**src/rtl/clock_pkg.sv**
```systemverilog
// Shared mode encoding and time limits for the clock setting controller and clock counters.
package clock_pkg;

  typedef enum logic [1:0] {
    MODE_RUN     = 2'd0,
    MODE_SET_HR  = 2'd1,
    MODE_SET_MIN = 2'd2
  } mode_e;

  localparam logic [4:0] MAX_HOURS   = 5'd23;
  localparam logic [5:0] MAX_MINUTES = 6'd59;

  function automatic logic [4:0] next_hours(input logic [4:0] h);
    return (h == MAX_HOURS) ? 5'd0 : h + 5'd1;
  endfunction

  function automatic logic [5:0] next_minutes(input logic [5:0] m);
    return (m == MAX_MINUTES) ? 6'd0 : m + 6'd1;
  endfunction

endpackage

```
**src/rtl/btn_debounce.sv**
```systemverilog
// Two-flop synchronizer plus counting debouncer for one raw active-low key.
// level is the debounced pressed state; press pulses for one cycle on each accepted press.
module btn_debounce #(
  parameter int unsigned DEBOUNCE_CYC = 1000000
) (
  input  logic clk,
  input  logic reset,
  input  logic btn_n,
  output logic level,
  output logic press
);

  localparam int unsigned CW = (DEBOUNCE_CYC > 1) ? $clog2(DEBOUNCE_CYC) : 1;
  localparam logic [CW-1:0] LAST = CW'(DEBOUNCE_CYC - 1);

  logic [1:0]    sync_q;
  logic          stable_n;
  logic [CW-1:0] cnt;

  // Counter runs only while the synchronized input disagrees with the accepted level.
  always_ff @(posedge clk) begin
    if (!reset) begin
      sync_q   <= '1;
      stable_n <= 1'b1;
      cnt      <= '0;
      press    <= 1'b0;
    end else begin
      sync_q <= {sync_q[0], btn_n};
      press  <= 1'b0;
      if (sync_q[1] == stable_n) begin
        cnt <= '0;
      end else if (cnt == LAST) begin
        cnt      <= '0;
        stable_n <= sync_q[1];
        press    <= ~sync_q[1];
      end else begin
        cnt <= cnt + CW'(1);
      end
    end
  end

  assign level = ~stable_n;

endmodule

```
**src/rtl/clock_set_ctrl.sv**
```systemverilog
// Time-setting controller: mode key cycles RUN/SET_HR/SET_MIN, inc key edits a shadow time.
// Define CLOCK_SET_AUTO_REPEAT_EN to build auto-repeat for a held inc key.
module clock_set_ctrl
  import clock_pkg::*;
#(
  parameter int unsigned DEBOUNCE_CYC = 1000000,
  parameter int unsigned BLINK_CYC    = 25000000,
  parameter int unsigned REPEAT_CYC   = 12500000
) (
  input  logic       clk,
  input  logic       reset,
  input  logic       btn_mode,
  input  logic       btn_inc,
  input  logic [4:0] cur_hours,
  input  logic [5:0] cur_minutes,
  output logic       run_en,
  output logic       load,
  output logic [4:0] load_hours,
  output logic [5:0] load_minutes,
  output logic [5:0] load_seconds,
  output logic [5:0] blank_mask,
  output logic [1:0] mode
);

  localparam int unsigned BW = (BLINK_CYC > 1) ? $clog2(BLINK_CYC) : 1;
  localparam logic [BW-1:0] BLINK_LAST = BW'(BLINK_CYC - 1);

  mode_e         state_q, state_d;
  logic          mode_press, mode_level;
  logic          inc_press, inc_level;
  logic          repeat_tick;
  logic          inc_evt;
  logic [4:0]    hours_q;
  logic [5:0]    minutes_q;
  logic          load_q, run_en_q;
  logic [BW-1:0] blink_cnt;
  logic          blink_q;

  btn_debounce #(.DEBOUNCE_CYC(DEBOUNCE_CYC)) u_mode (
    .clk   (clk),
    .reset (reset),
    .btn_n (btn_mode),
    .level (mode_level),
    .press (mode_press)
  );

  btn_debounce #(.DEBOUNCE_CYC(DEBOUNCE_CYC)) u_inc (
    .clk   (clk),
    .reset (reset),
    .btn_n (btn_inc),
    .level (inc_level),
    .press (inc_press)
  );

`ifdef CLOCK_SET_AUTO_REPEAT_EN
  localparam int unsigned RW = (REPEAT_CYC > 1) ? $clog2(REPEAT_CYC) : 1;
  localparam logic [RW-1:0] REPEAT_LAST = RW'(REPEAT_CYC - 1);

  logic          rep_armed;
  logic [RW-1:0] rep_cnt;
  logic          unused_levels;

  assign unused_levels = &{1'b0, mode_level};
  assign repeat_tick   = rep_armed && inc_level && (rep_cnt == REPEAT_LAST);

  // Armed only by an accepted press inside a SET state; any release or mode change disarms.
  always_ff @(posedge clk) begin
    if (!reset) begin
      rep_armed <= 1'b0;
      rep_cnt   <= '0;
    end else if (mode_press || !inc_level || state_q == MODE_RUN) begin
      rep_armed <= 1'b0;
      rep_cnt   <= '0;
    end else if (inc_press) begin
      rep_armed <= 1'b1;
      rep_cnt   <= '0;
    end else if (rep_armed) begin
      rep_cnt <= (rep_cnt == REPEAT_LAST) ? '0 : rep_cnt + RW'(1);
    end
  end
`else
  logic unused_levels;

  assign unused_levels = &{1'b0, mode_level, inc_level};
  assign repeat_tick   = 1'b0;
`endif

  assign inc_evt = (inc_press | repeat_tick) & ~mode_press;

  always_comb begin
    state_d = state_q;
    case (state_q)
      MODE_RUN:     if (mode_press) state_d = MODE_SET_HR;
      MODE_SET_HR:  if (mode_press) state_d = MODE_SET_MIN;
      MODE_SET_MIN: if (mode_press) state_d = MODE_RUN;
      default:      state_d = MODE_RUN;
    endcase
  end

  always_ff @(posedge clk) begin
    if (!reset) begin
      state_q   <= MODE_RUN;
      hours_q   <= '0;
      minutes_q <= '0;
      load_q    <= 1'b0;
      run_en_q  <= 1'b1;
      blink_cnt <= '0;
      blink_q   <= 1'b0;
    end else begin
      state_q <= state_d;
      load_q  <= (state_q == MODE_SET_MIN) && mode_press;
      // Requiring a full cycle in RUN delays run_en by one cycle past the load pulse.
      run_en_q <= (state_d == MODE_RUN) && (state_q == MODE_RUN);

      if (state_q == MODE_RUN && mode_press) begin
        hours_q   <= cur_hours;
        minutes_q <= cur_minutes;
      end else if (inc_evt) begin
        if (state_q == MODE_SET_HR)  hours_q   <= next_hours(hours_q);
        if (state_q == MODE_SET_MIN) minutes_q <= next_minutes(minutes_q);
      end

      if (state_d != state_q || state_q == MODE_RUN) begin
        blink_cnt <= '0;
        blink_q   <= 1'b0;
      end else if (blink_cnt == BLINK_LAST) begin
        blink_cnt <= '0;
        blink_q   <= ~blink_q;
      end else begin
        blink_cnt <= blink_cnt + BW'(1);
      end
    end
  end

  always_comb begin
    blank_mask = '0;
    case (state_q)
      MODE_SET_HR:  blank_mask[5:4] = {2{blink_q}};
      MODE_SET_MIN: blank_mask[3:2] = {2{blink_q}};
      default:      blank_mask = '0;
    endcase
  end

  assign mode         = state_q;
  assign run_en       = run_en_q;
  assign load         = load_q;
  assign load_hours   = hours_q;
  assign load_minutes = minutes_q;
  assign load_seconds = '0;

endmodule
```
**config.mk**
```make
export PLATFORM = sky130hd
export DESIGN_NAME = clock_set_ctrl
export DESIGN_NICKNAME = d
export VERILOG_FILES = /design/src/rtl/clock_pkg.sv /design/src/rtl/btn_debounce.sv /design/src/rtl/clock_set_ctrl.sv
export SDC_FILE = /design/constraint.sdc
export NUM_CORES = 1
export LEC_CHECK = 0
export ABC_AREA = 1
export CELL_PAD_IN_SITES_DETAIL_PLACEMENT = 1
export CELL_PAD_IN_SITES_GLOBAL_PLACEMENT = 2
export CORE_ASPECT_RATIO = 2
export CORE_MARGIN = 2
export CORE_UTILIZATION = 38
export CTS_CLUSTER_DIAMETER = 50
export DETAILED_ROUTE_END_ITERATION = 16
export DONT_BUFFER_PORTS = 1
export PLACE_DENSITY_LB_ADDON = 0.2
export SYNTH_ARGS = -nofsm -noshare
export SYNTH_HDL_FRONTEND = slang
export SYNTH_HIERARCHICAL = 1
export SYNTH_SLANG_ARGS = --single-unit
```
**constraint.sdc**
```tcl
create_clock -name clk -period 2.75 [get_ports clk]
set_input_delay 0.275 -clock clk [delete_from_list [all_inputs] [get_ports clk]]
set_output_delay 0.275 -clock clk [all_outputs]
set_load 0.01 [all_outputs]
```
==> results of run 1 <==
==> per-layer routing <==
| layer | vias to the layer above | wire [um] | track usage [%] | part of all wire (%) |
|---|---|---|---|---|
| li1 | 2089 | - | - | - |
| met1 | 2002 | 4350 | 19.5 | 36 |
| met2 | 32 | 7140 | 38.9 | 60 |
| met3 | 18 | 191 | 3.17 | 1.6 |
| met4 | 0 | 301 | 7.58 | 2.5 |
| met5 | - | 0 | 0 | 0 |
==> worst max-delay path, delay by kind of cell, from the launching register on <==
family,cells,cell delay (ps)
flops,1,490
simple gates,2,540
==> placed cells by master, fill, tap and decap left out, types with 8 or more instances in the layout <==
master	count
inv_1	51
conb_1	8
xor2_1	21
nand4_1	10
dfxtp_1	89
a21oi_1	24
nor2_1	148
xnor2_1	14
o21ai_0	10
nand2_1	171
nand3_1	47
clkbuf_16	9
nor2_2	11
==> repair_timing <==
item	in CTS	in global routing
hold buffers	1	1
setup endpoints to repair	0	0
endpoints found under the hold margin	3	1
buffers inserted	0	0
==> power by group through the flow <==
| stage | clock network [mW] | logic [mW] | registers (mW) |
|---|---|---|---|
| finish | 1.27 | 0.0227 | 1.29 |
| detailed placement | 0 | 0.0195 | 1.32 |
| floorplan | 0 | 0.0270 | 1.32 |
| global route | 1.37 | 0.0261 | 1.29 |
| global placement | 0 | 0.0190 | 1.32 |
| CTS | 1.33 | 0.0217 | 1.29 |
==> flip-flops by register name, indices dropped and copies added (netlist names) <==
name	count
blink_cnt	25
u_inc/cnt	20
u_mode/cnt	20
load_minutes	6
load_hours	5
mode	2
u_inc/sync_q	2
u_mode/sync_q	2
blink_q	1
load	1
run_en	1
u_inc/press	1
u_inc/stable_n	1
u_mode/press	1
u_mode/stable_n	1
==> area by class of cell <==
type / instances / area [um2]
Clock inverter: 4 / 70.1
Inverter: 54 / 203
Fill cell: 1574 / 6800
Sequential cell: 89 / 1780
Timing Repair Buffer: 2 / 20.0
Multi-Input combinational cell: 514 / 2490
Tap cell: 145 / 181
Clock buffer: 10 / 229
==> path summary, 6_finish.rpt <==
check                                   from                         end  slack, ps  depth (start not counted)
hold / removal                       btn_inc  u_inc/sync_q[0]$_SDFF_PN1_         20                          2
hold reg to reg   u_inc/sync_q[0]$_SDFF_PN1_  u_inc/sync_q[1]$_SDFF_PN1_        400                          2
setup reg to reg     blink_cnt[0]$_SDFF_PP0_    blink_cnt[11]$_SDFF_PP0_       1130                          8
setup / recovery          mode[1]$_SDFF_PN0_               blank_mask[3]       1120                          2
==> impl_metrics.toml, run 1 <==
[power_and_ir_drop]
seqPwrFrac_pct = 50.0
max-vdd-ir-drop_uv = 417
sw_frac_of_total_pct = 19.7
power_frac_clock_pct = 49.2
power.switching_uw = 510
combPwrFrac_pct = 0.9
finalPower_mw = 2.59
p_per_area_nw_per_um2 = 521
intPower_mw = 2.08
p_leak_nw = 1.60

[setup_path]
cp-end-kind = "output pin"
cp.required_ps = 2480
crit_type = "reg -> out"
arrival_ps = 1360
cp_cell_sequence = "nand2_1, nor2_1"
max_stage_delay_ps = 490
critPathMaxFanout = 5
startpoint_type = "flop"
slowest_stage = "dfxtp_1"

[placement]
pre_cts_slack_ps = 1110
routabilityCongestion = 0.789
placedCellCount = 802
dp_hpwl_mm = 9.42
placed_cell_area_um2 = 4650
placement.io_buffers = 0

[timing]
hold_slack_ps = 23.8
rsz0062_at_grt = "false"
fin_worst_skew_ps = 6.41
fin_ws_ps = 1120
tns_ps = 0
min_period_over_period_pct = 59.4
slew_viol_final = 0
post-route-min-period_ps = 1630
max_freq_mhz = 612
finalHoldViolCount = 0
setup_viol = 0

[cells_and_area]
utilization_pct = 42.2
diodes = 0
num-nets-final = 690
finalNonFillerCells = 818
finalInstanceArea_um2 = 4970
drive_gt1_share_pct = 7.13
area_delta_synth_final_pct = 8.64

[grt]
grt_max_degree = 26
grt_usage_pct = 19.8
grt_pass1_vias = 4338
grt-ovfl-total = 0
antenna_found_initial = 0
grt_pass1_wl_mm = 20.3

[floorplan]
rows = 56
initial_utilization_pct = 38.9
dieArea_um2 = 13000
core-area_um2 = 11800
io_pins = 42
fp.dieH_um = 159
fp.dieW_um = 81.6

[clock_tree]
cts_resized = 0
cts_tree = "built"
path_clk_slew_ps = 60
clkLatencyLatePin_ps = 340
htreeDepth = 3
ctsRootBufferMaster = "clkbuf_16"
clk_path_buf_depth = 2
cts_made_buffers = 9
cts.sinks = 89

[logic_synthesis]
syn-instance-count = 666
syn_avg_cell_area_um2 = 6.87
synth_warnings = 6
synth_area_um2 = 4580

[routing]
viasPerCell = 5.06
vias = 4141
drc_errors = 0
ant_nets = 0
drt_iter0_markers = 98
first_pass_iters = 5
wl_mm = 12.0
wl_per_cell_um = 14.7

[outcome]
status = "finished clean"

[min_path]
hold_class = "in -> reg"

[flow_run]
drv_cap = 0
Power figures use the tool's default switching activity.
==> inputs of run 2 (changes only) <==
Settings changed: CORE_UTILIZATION 38 to 36.
Clock period 2.75 ns to 1.6 ns, I/O delays scaled along.
==> impl_metrics.toml, run 2 (synthesis results as in run 1) <==
[clock_tree]
cts.sinks = 89
cts_made_buffers = 9
postCtsSetupRepairBufs = 0
ctsRootBufferMaster = "clkbuf_16"
cts_tree = "built"
clk_path_buf_depth = 2
path_clk_slew_ps = 70
clkLatencyLatePin_ps = 340
htreeDepth = 3

[cells_and_area]
finalNonFillerCells = 850
largestRegisters = "blink_cnt: 25 flops, u_inc/cnt: 20 flops, u_mode/cnt: 20 flops"
largest_reg_flops = 25
top_register = "blink_cnt"
layout_commonest_cell = "nand2_1"
finalInstanceArea_um2 = 5270
diodes = 0
area_delta_synth_final_pct = 15.1
layout_common_cells = "nand2_1 (171), nor2_1 (142), dfxtp_1 (87), inv_1 (51), nand3_1 (46)"
drive_gt1_share_pct = 11.7
num-nets-final = 715
n_fill_cell = 1621
utilization_pct = 42.2

[min_path]
whs_endpoint = "load_minutes[1]$_SDFFE_PN0P_"
hold_start = "cur_minutes[1]"
whs_path_depth = 2
hold_class = "in -> reg"

[routing]
viasPerCell = 4.98
wl_per_cell_um = 14.5
drt_iter0_markers = 102
first_pass_iters = 4
ant_nets = 0
wl_mm = 12.3
drc_errors = 0
vias = 4232

[timing]
tns_ps = 0
hold_slack_ps = 2.49
min_period_over_period_pct = 94.3
finalHoldViolCount = 0
post-route-min-period_ps = 1510
setup_viol = 0
rsz0062_at_grt = "true"
worst_pin_slew_ps = 805
slew_viol_final = 0
fin_ws_ps = 90.8
max_freq_mhz = 663
fin_worst_skew_ps = 10.2
relSlewSlack_pct = 46.1

[grt]
grt_pass1_wl_mm = 20.6
grt_max_degree = 19
grt_usage_pct = 18.5
antenna_found_initial = 0
grt-ovfl-total = 0
grt_pass1_vias = 4514

[setup_path]
arrival_ps = 1770
cp-end-kind = "flop"
crit_type = "reg -> reg"
r2r_end = "u_mode/cnt[13]$_SDFF_PP0_"
critPathMaxFanout = 9
worst-r2r-cell-count = 4
cp.required_ps = 1860
r2r_slack_ps = 90
startpoint_type = "flop"
timing.rr.start = "u_mode/sync_q[1]$_SDFF_PN1_"

[floorplan]
rows = 58
core-area_um2 = 12500
fp.dieH_um = 163
dieArea_um2 = 13700
initial_utilization_pct = 36.7
io_pins = 42
fp.dieW_um = 83.7

[placement]
placed_cell_area_um2 = 4850
placement.io_buffers = 0
routabilityCongestion = 0.811
pre_cts_slack_ps = 65.3
placedCellCount = 829
dp_hpwl_mm = 9.64

[power_and_ir_drop]
p_leak_nw = 1.76
sw_frac_of_total_pct = 20.3
finalPower_mw = 4.48
combPwrFrac_pct = 1.1
seqPwrFrac_pct = 49.6
max-vdd-ir-drop_uv = 481
power_frac_clock_pct = 49.2
intPower_mw = 3.57
power.switching_uw = 910
p_per_area_nw_per_um2 = 851

[flow_run]
drv_cap = 0

[outcome]
status = "finished clean"
==> run 2: cell types whose count changed in the layout (fill, tap and decap cells not counted), moves of 2 or more <==
cell	before	now
buf_12	0	2
buf_4	0	19
clkbuf_8	0	3
dfxtp_1	89	87
dfxtp_2	0	2
nand2_8	0	2
nor2_1	148	142
nor2_2	11	17
==> run 2: cell type report <==
| cell class | instances | area (um2) | area share, % |
|---|---|---|---|
| flip-flops and latches | 89 | 1780 | 33.9 |
| inverters | 54 | 205 | 3.89 |
| clock buffers | 14 | 274 | 5.20 |
| repair buffers | 26 | 236 | 4.49 |
| multi-input cells | 515 | 2550 | 48.3 |
| well taps | 150 | 188 | 3.56 |
| clock inverters | 2 | 35.0 | 0.665 |
==> run 2: worst max-delay path by stage <==
stage | from | slack, ps | end
finish | u_mode/sync_q[1]$_SDFF_PN1_ | 90 | u_mode/cnt[13]$_SDFF_PP0_
global route | u_mode/cnt[0]$_SDFF_PP0_ | -30 | u_mode/cnt[14]$_SDFF_PP0_
CTS | reset | 20 | u_mode/sync_q[0]$_SDFF_PN1_
detailed placement | blink_cnt[0]$_SDFF_PP0_ | 70 | blink_cnt[12]$_SDFF_PP0_
global placement | blink_cnt[0]$_SDFF_PP0_ | 70 | blink_cnt[12]$_SDFF_PP0_
floorplan | blink_cnt[0]$_SDFF_PP0_ | 210 | blink_cnt[15]$_SDFF_PP0_
==> run 2: layer usage <==
layer | track usage [%] | wire length [um] | up-vias
met5 | 0 | 0 | -
met4 | 6.16 | 270 | 0
met3 | 2.73 | 218 | 16
met2 | 38.9 | 7310 | 34
met1 | 17.6 | 4510 | 2043
li1 | - | - | 2139
==> run 2: worst max-delay path, cell delays in order, from the launching register on <==
cell and delay (ps):
dfxtp_1 400, nor2_1 60, nor2_1 620, nand2_4 190
a21oi_1 170
==> run 2: power by group through the flow <==
stage	Combinational, mW	Sequential [mW]	Clock, mW
floorplan	0.0464	2.27	0
global placement	0.0327	2.27	0
detailed placement	0.0334	2.28	0
CTS	0.0482	2.22	2.26
global route	0.0582	2.22	2.34
finish	0.0514	2.23	2.21
==> run 2: timing repair <==
| item | 4_1_cts | 5_1_grt |
|---|---|---|
| endpoints found under the setup margin | 0 | 33 |
| hold buffers | 4 | 0 |
| hold endpoints to repair | 14 | 0 |
| gates resized for setup | 0 | 17 |
==> inputs of run 3 (changes only) <==
Settings changed: MAX_ROUTING_LAYER set to met4.
Clock period 1.6 ns to 1.52 ns, I/O delays scaled along.
==> impl_metrics.toml, run 3 (synthesis results as in run 1) <==
[cells_and_area]
num-nets-final = 728
top_register = "blink_cnt"
largestRegisters = "blink_cnt: 25 flops, u_inc/cnt: 20 flops, u_mode/cnt: 20 flops"
utilization_pct = 43.7
largest_reg_flops = 25
multi_input_area_um2 = 2650
layout_commonest_cell = "nand2_1"
finalInstanceArea_um2 = 5450
drive_gt1_share_pct = 15.4
area_delta_synth_final_pct = 19.1
seq_area_um2 = 1790
n_fill_cell = 1616
layout_common_cells = "nand2_1 (168), nor2_1 (135), dfxtp_1 (84), inv_1 (50), nand3_1 (45)"
diodes = 0

[floorplan]
rows = 58
fp.dieH_um = 163
io_pins = 42
core-area_um2 = 12500
dieArea_um2 = 13700
initial_utilization_pct = 36.7
fp.dieW_um = 83.7

[grt]
grt_pass1_wl_mm = 21.1
grt_pass1_vias = 4684
grt_usage_pct = 19.4
grt-ovfl-total = 0
antenna_found_initial = 0
grt_max_degree = 19

[setup_path]
arrival_ps = 1690
critPathMaxFanout = 9
timing.rr.start = "u_inc/cnt[0]$_SDFF_PP0_"
slowest_stage = "dfxtp_2"
cp-end-kind = "flop"
startpoint_type = "flop"
max_stage_delay_ps = 370
cp_cell_sequence = "ha_4, nand3_4, nor3_4, nand3_4, nand2_4, nor2_1"
cpLargestDelayFamily = "simple AND/OR/NAND/NOR gates"
crit_type = "reg -> reg"
cp-startpoint = "u_inc/cnt[0]$_SDFF_PP0_"
cp.required_ps = 1750
critPathBufInv = 0
path_common_cell = "nand3_4"

[clock_tree]
cts.sinks = 89
ctsRootBufferMaster = "clkbuf_16"
htreeDepth = 3
cts_made_buffers = 9
cts_tree = "built"
clk_path_buf_depth = 2
clkLatencyLatePin_ps = 340
path_clk_slew_ps = 60

[power_and_ir_drop]
p_per_area_nw_per_um2 = 869
max-vdd-ir-drop_uv = 580
p_leak_nw = 1.79

[timing]
relSlewSlack_pct = 58.0
finalHoldViolCount = 0
worst_pin_slew_ps = 628
fin_worst_skew_ps = 6.76
hold_slack_ps = 15.5
rsz0062_at_grt = "true"
max_freq_mhz = 687
post-route-min-period_ps = 1460
setup_viol = 0
min_period_over_period_pct = 95.8
slew_viol_final = 0

[min_path]
hold_class = "in -> reg"
hold_start = "reset"

[routing]
viasPerCell = 4.99
wl_per_cell_um = 14.9
first_pass_iters = 4
drc_errors = 0
drt_iter0_markers = 111
vias = 4303
wl_mm = 12.8
ant_nets = 0

[placement]
routabilityCongestion = 0.835
placed_cell_area_um2 = 4900
dp_hpwl_mm = 9.61
placement.io_buffers = 0

[flow_run]
drv_cap = 0

[outcome]
status = "finished clean"
-- run 3: metrics by stage --
stage                     power, mW  instances  setup WS, ps  TNS (ps)
after floorplan                2.44        673           126         0
after global placement         2.43        838          48.4         0
after detailed placement       2.43        838         -68.8     -75.5
after CTS                      4.80        859          5.84         0
after global routing           4.88        863         -30.5      -357
final                          4.73        863          63.5         0
-- run 3: final cells by class --
class	count	share of cell area [%]
flip-flops and latches	89	32.8
multi-input cells	517	48.7
well taps	150	3.44
clock buffers	14	5.03
clock inverters	2	0.643
repair buffers	37	5.63
inverters	54	3.77
-- run 3: final timing paths --
check	endpoint	slack, ps	cells past startpoint
max reg2reg	u_inc/cnt[2]$_SDFF_PP0_	60	6
min reg2reg	u_mode/sync_q[1]$_SDFF_PN1_	410	2
min	load$_SDFF_PN0_	20	2
max	u_inc/cnt[2]$_SDFF_PP0_	60	6
-- run 3: what timing repair did --
action / in CTS / in global routing
buffers inserted: 0 / 1
setup endpoints to repair: 4 / 71
endpoints found under the hold margin: 14 / 0
hold buffers: 5 / 0
gates cloned: 0 / 3
pin swaps: 0 / 7
gates resized for setup: 4 / 35
-- run 3: power breakdown --
part	switching (mW)	leakage [nW]	total, mW	internal [mW]
registers	0.00458	0.720	2.34	2.34
clock network	0.920	0.153	2.33	1.41
logic	0.0419	0.922	0.0610	0.0190
total	0.967	1.79	4.73	3.77
-- run 3: per-layer routing --
metal / vias up / global-route usage, % / routed length [um]
met2: 48 / 38.4 / 7570
li1: 2166 / - / -
met4: 0 / 6.60 / 255
met1: 2066 / 18.7 / 4770
met3: 23 / 3.03 / 246
met5: - / - / 0
==> RTL change, RTL diff (config.mk and constraints of run 1) <==
Change the parameter `BLINK_CYC` from 25000000 to 50000000.
--- a/src/rtl/clock_set_ctrl.sv
+++ b/src/rtl/clock_set_ctrl.sv
@@ -5,5 +5,5 @@
 #(
   parameter int unsigned DEBOUNCE_CYC = 1000000,
-  parameter int unsigned BLINK_CYC    = 25000000,
+  parameter int unsigned BLINK_CYC    = 50000000,
   parameter int unsigned REPEAT_CYC   = 12500000
 ) (
Function: no difference found for any inputs over 10 cycles, from zero or initial values and one cycle with reset low; that may be too few to reach the edited logic, so the function may still have changed.
==> RTL change against run 1 <==
- sequential cell count is 1 higher
- clock skew is essentially flat
- power is 6.0% higher
- first-iteration DRC count rose by 33%
- worst setup slack lost 0.17 ns
- routed wire length fell by 6.9%
- register-to-register slack got worse by 0.19 ns
- clock power increased by 12%
- sequential share of layout area shrank 0.074 points
- non-clock buffer count down 1
- synthesized area is 0.77% higher
- final area grew 1.3%
- largest cell class unchanged
- largest power group is now clock
==> RTL change: results (changes against run 1) <==
Status - finished clean
R2R Setup Slk - 0.94 ns (-0.19 ns)
Number of global-route vias before repair - 4,133 (-4.7%)
Number of buffers on the longest clock path - 2 (unchanged)
Fill cells - 1,577 (+0.19%)
VDD IR max - 0.3847 mV (-7.8%)
Static Leak - 1.666 nW (+3.9%)
Tightest hold margin - 0.01509 ns (-0.008696 ns)
Share of cells above drive strength 1 - 5.394% (-1.7 points)
Hold Path End - u_inc/stable_n$_SDFFE_PN1P_
GRT Total Usage - 18.66% (-1.2 points)
Reg-to-Reg End - blink_cnt[16]$_SDFF_PP0_
Clk_skew - 0.006522 ns (+0.0001107 ns)
Routed WL - 11,160 µm (-6.9%)
Buffers on Ports - 0 (unchanged)
Top power group - clock
Seq. pwr - 1.31 mW
Post-CTS Resized - 0 (unchanged)
HP Start - reset
Clk slew on worst S/H paths - 0.06 ns (about the same)
DRT iter0 DRCs - 130 (+33%)
Sw frac - 19.29% (-0.40 points)
WHS Path Cells - 1 (-1)
Routability congestion estimate from global placement - 0.7809 (-1.1%)
CP max stage delay - 0.45 ns (-0.04 ns)
Largest net degree at the start of global routing - 27 (+3.8%)
# diodes - 0 (unchanged)
Comb. pwr - 21.0 µW
TritonRoute pass-1 iters - 4 (-1)
Post-DP HPWL - 8459 µm (-10%)
Worst R2R Start - blink_cnt[0]$_SDFF_PP0_
P_clk - 1.42 mW (+12%)
Clock buffer count from CTS - 9 (unchanged)
Clk root buf - clkbuf_16
First-pass GRT wire length - 19,180 µm (-5.3%)
Hold Buf Count CTS - 1 (unchanged)
Crit path max fanout - 26 (+21)
Top Registers - blink_cnt: 26 flops, u_inc/cnt: 20 flops, u_mode/cnt: 20 flops
Fin nets - 702 (+1.7%)
Slowest-stage cell, CP - nand2_2
Vias per cell - 4.903 (-3.2%)
Tightest Pin Transition - 0.5559 ns
Crit path DAT - 2.02 ns (+0.66 ns)
==> RTL change: area by class of cell <==
| class | count | share of cell area (%) |
|---|---|---|
| Inverter | 58 | 4.321 |
| Timing Repair Buffer | 1 | 0.1987 |
| Sequential cell | 90 | 35.76 |
| Multi-Input combinational cell | 522 | 49.29 |
| Clock inverter | 5 | 2.036 |
| Tap cell | 147 | 3.650 |
| Clock buffer | 10 | 4.743 |
==> RTL change: how the worst max path moves through the flow <==
stage | from | end | cells past startpoint
after floorplan | blink_cnt[0]$_SDFF_PP0_ | blink_cnt[14]$_SDFF_PP0_ | 9
after global placement | blink_cnt[0]$_SDFF_PP0_ | blink_cnt[11]$_SDFF_PP0_ | 8
after detailed placement | blink_cnt[0]$_SDFF_PP0_ | blink_cnt[15]$_SDFF_PP0_ | 8
after CTS | blink_cnt[0]$_SDFF_PP0_ | blink_cnt[16]$_SDFF_PP0_ | 8
after global routing | blink_cnt[0]$_SDFF_PP0_ | blink_cnt[16]$_SDFF_PP0_ | 8
final | blink_cnt[0]$_SDFF_PP0_ | blink_cnt[16]$_SDFF_PP0_ | 8
==> RTL change: per-stage QoR <==
| stage | worst slack [ns] | util [%] | area (µm²) | instances |
|---|---|---|---|---|
| 2_1_floorplan | 1.340 | - | 4638 | 686 |
| 3_3_place_gp | 1.005 | 39.12 | 4687 | 817 |
| 3_5_place_dp | 0.9428 | 39.12 | 4687 | 817 |
| 4_1_cts | 0.8748 | 42.05 | 5039 | 833 |
| 5_1_grt | 0.7181 | 42.05 | 5039 | 833 |
| 6_report | 0.9425 | 42.05 | 5039 | 833 |
==> RTL change: layer usage <==
layer  track usage, %  vias up  part of all wire (%)
met2            30.60       28                    49
met5                0        -                     0
met3            2.825       14                   2.1
li1                 -     2119                     -
met4            6.894        0                   1.7
met1            24.27     1923                    47
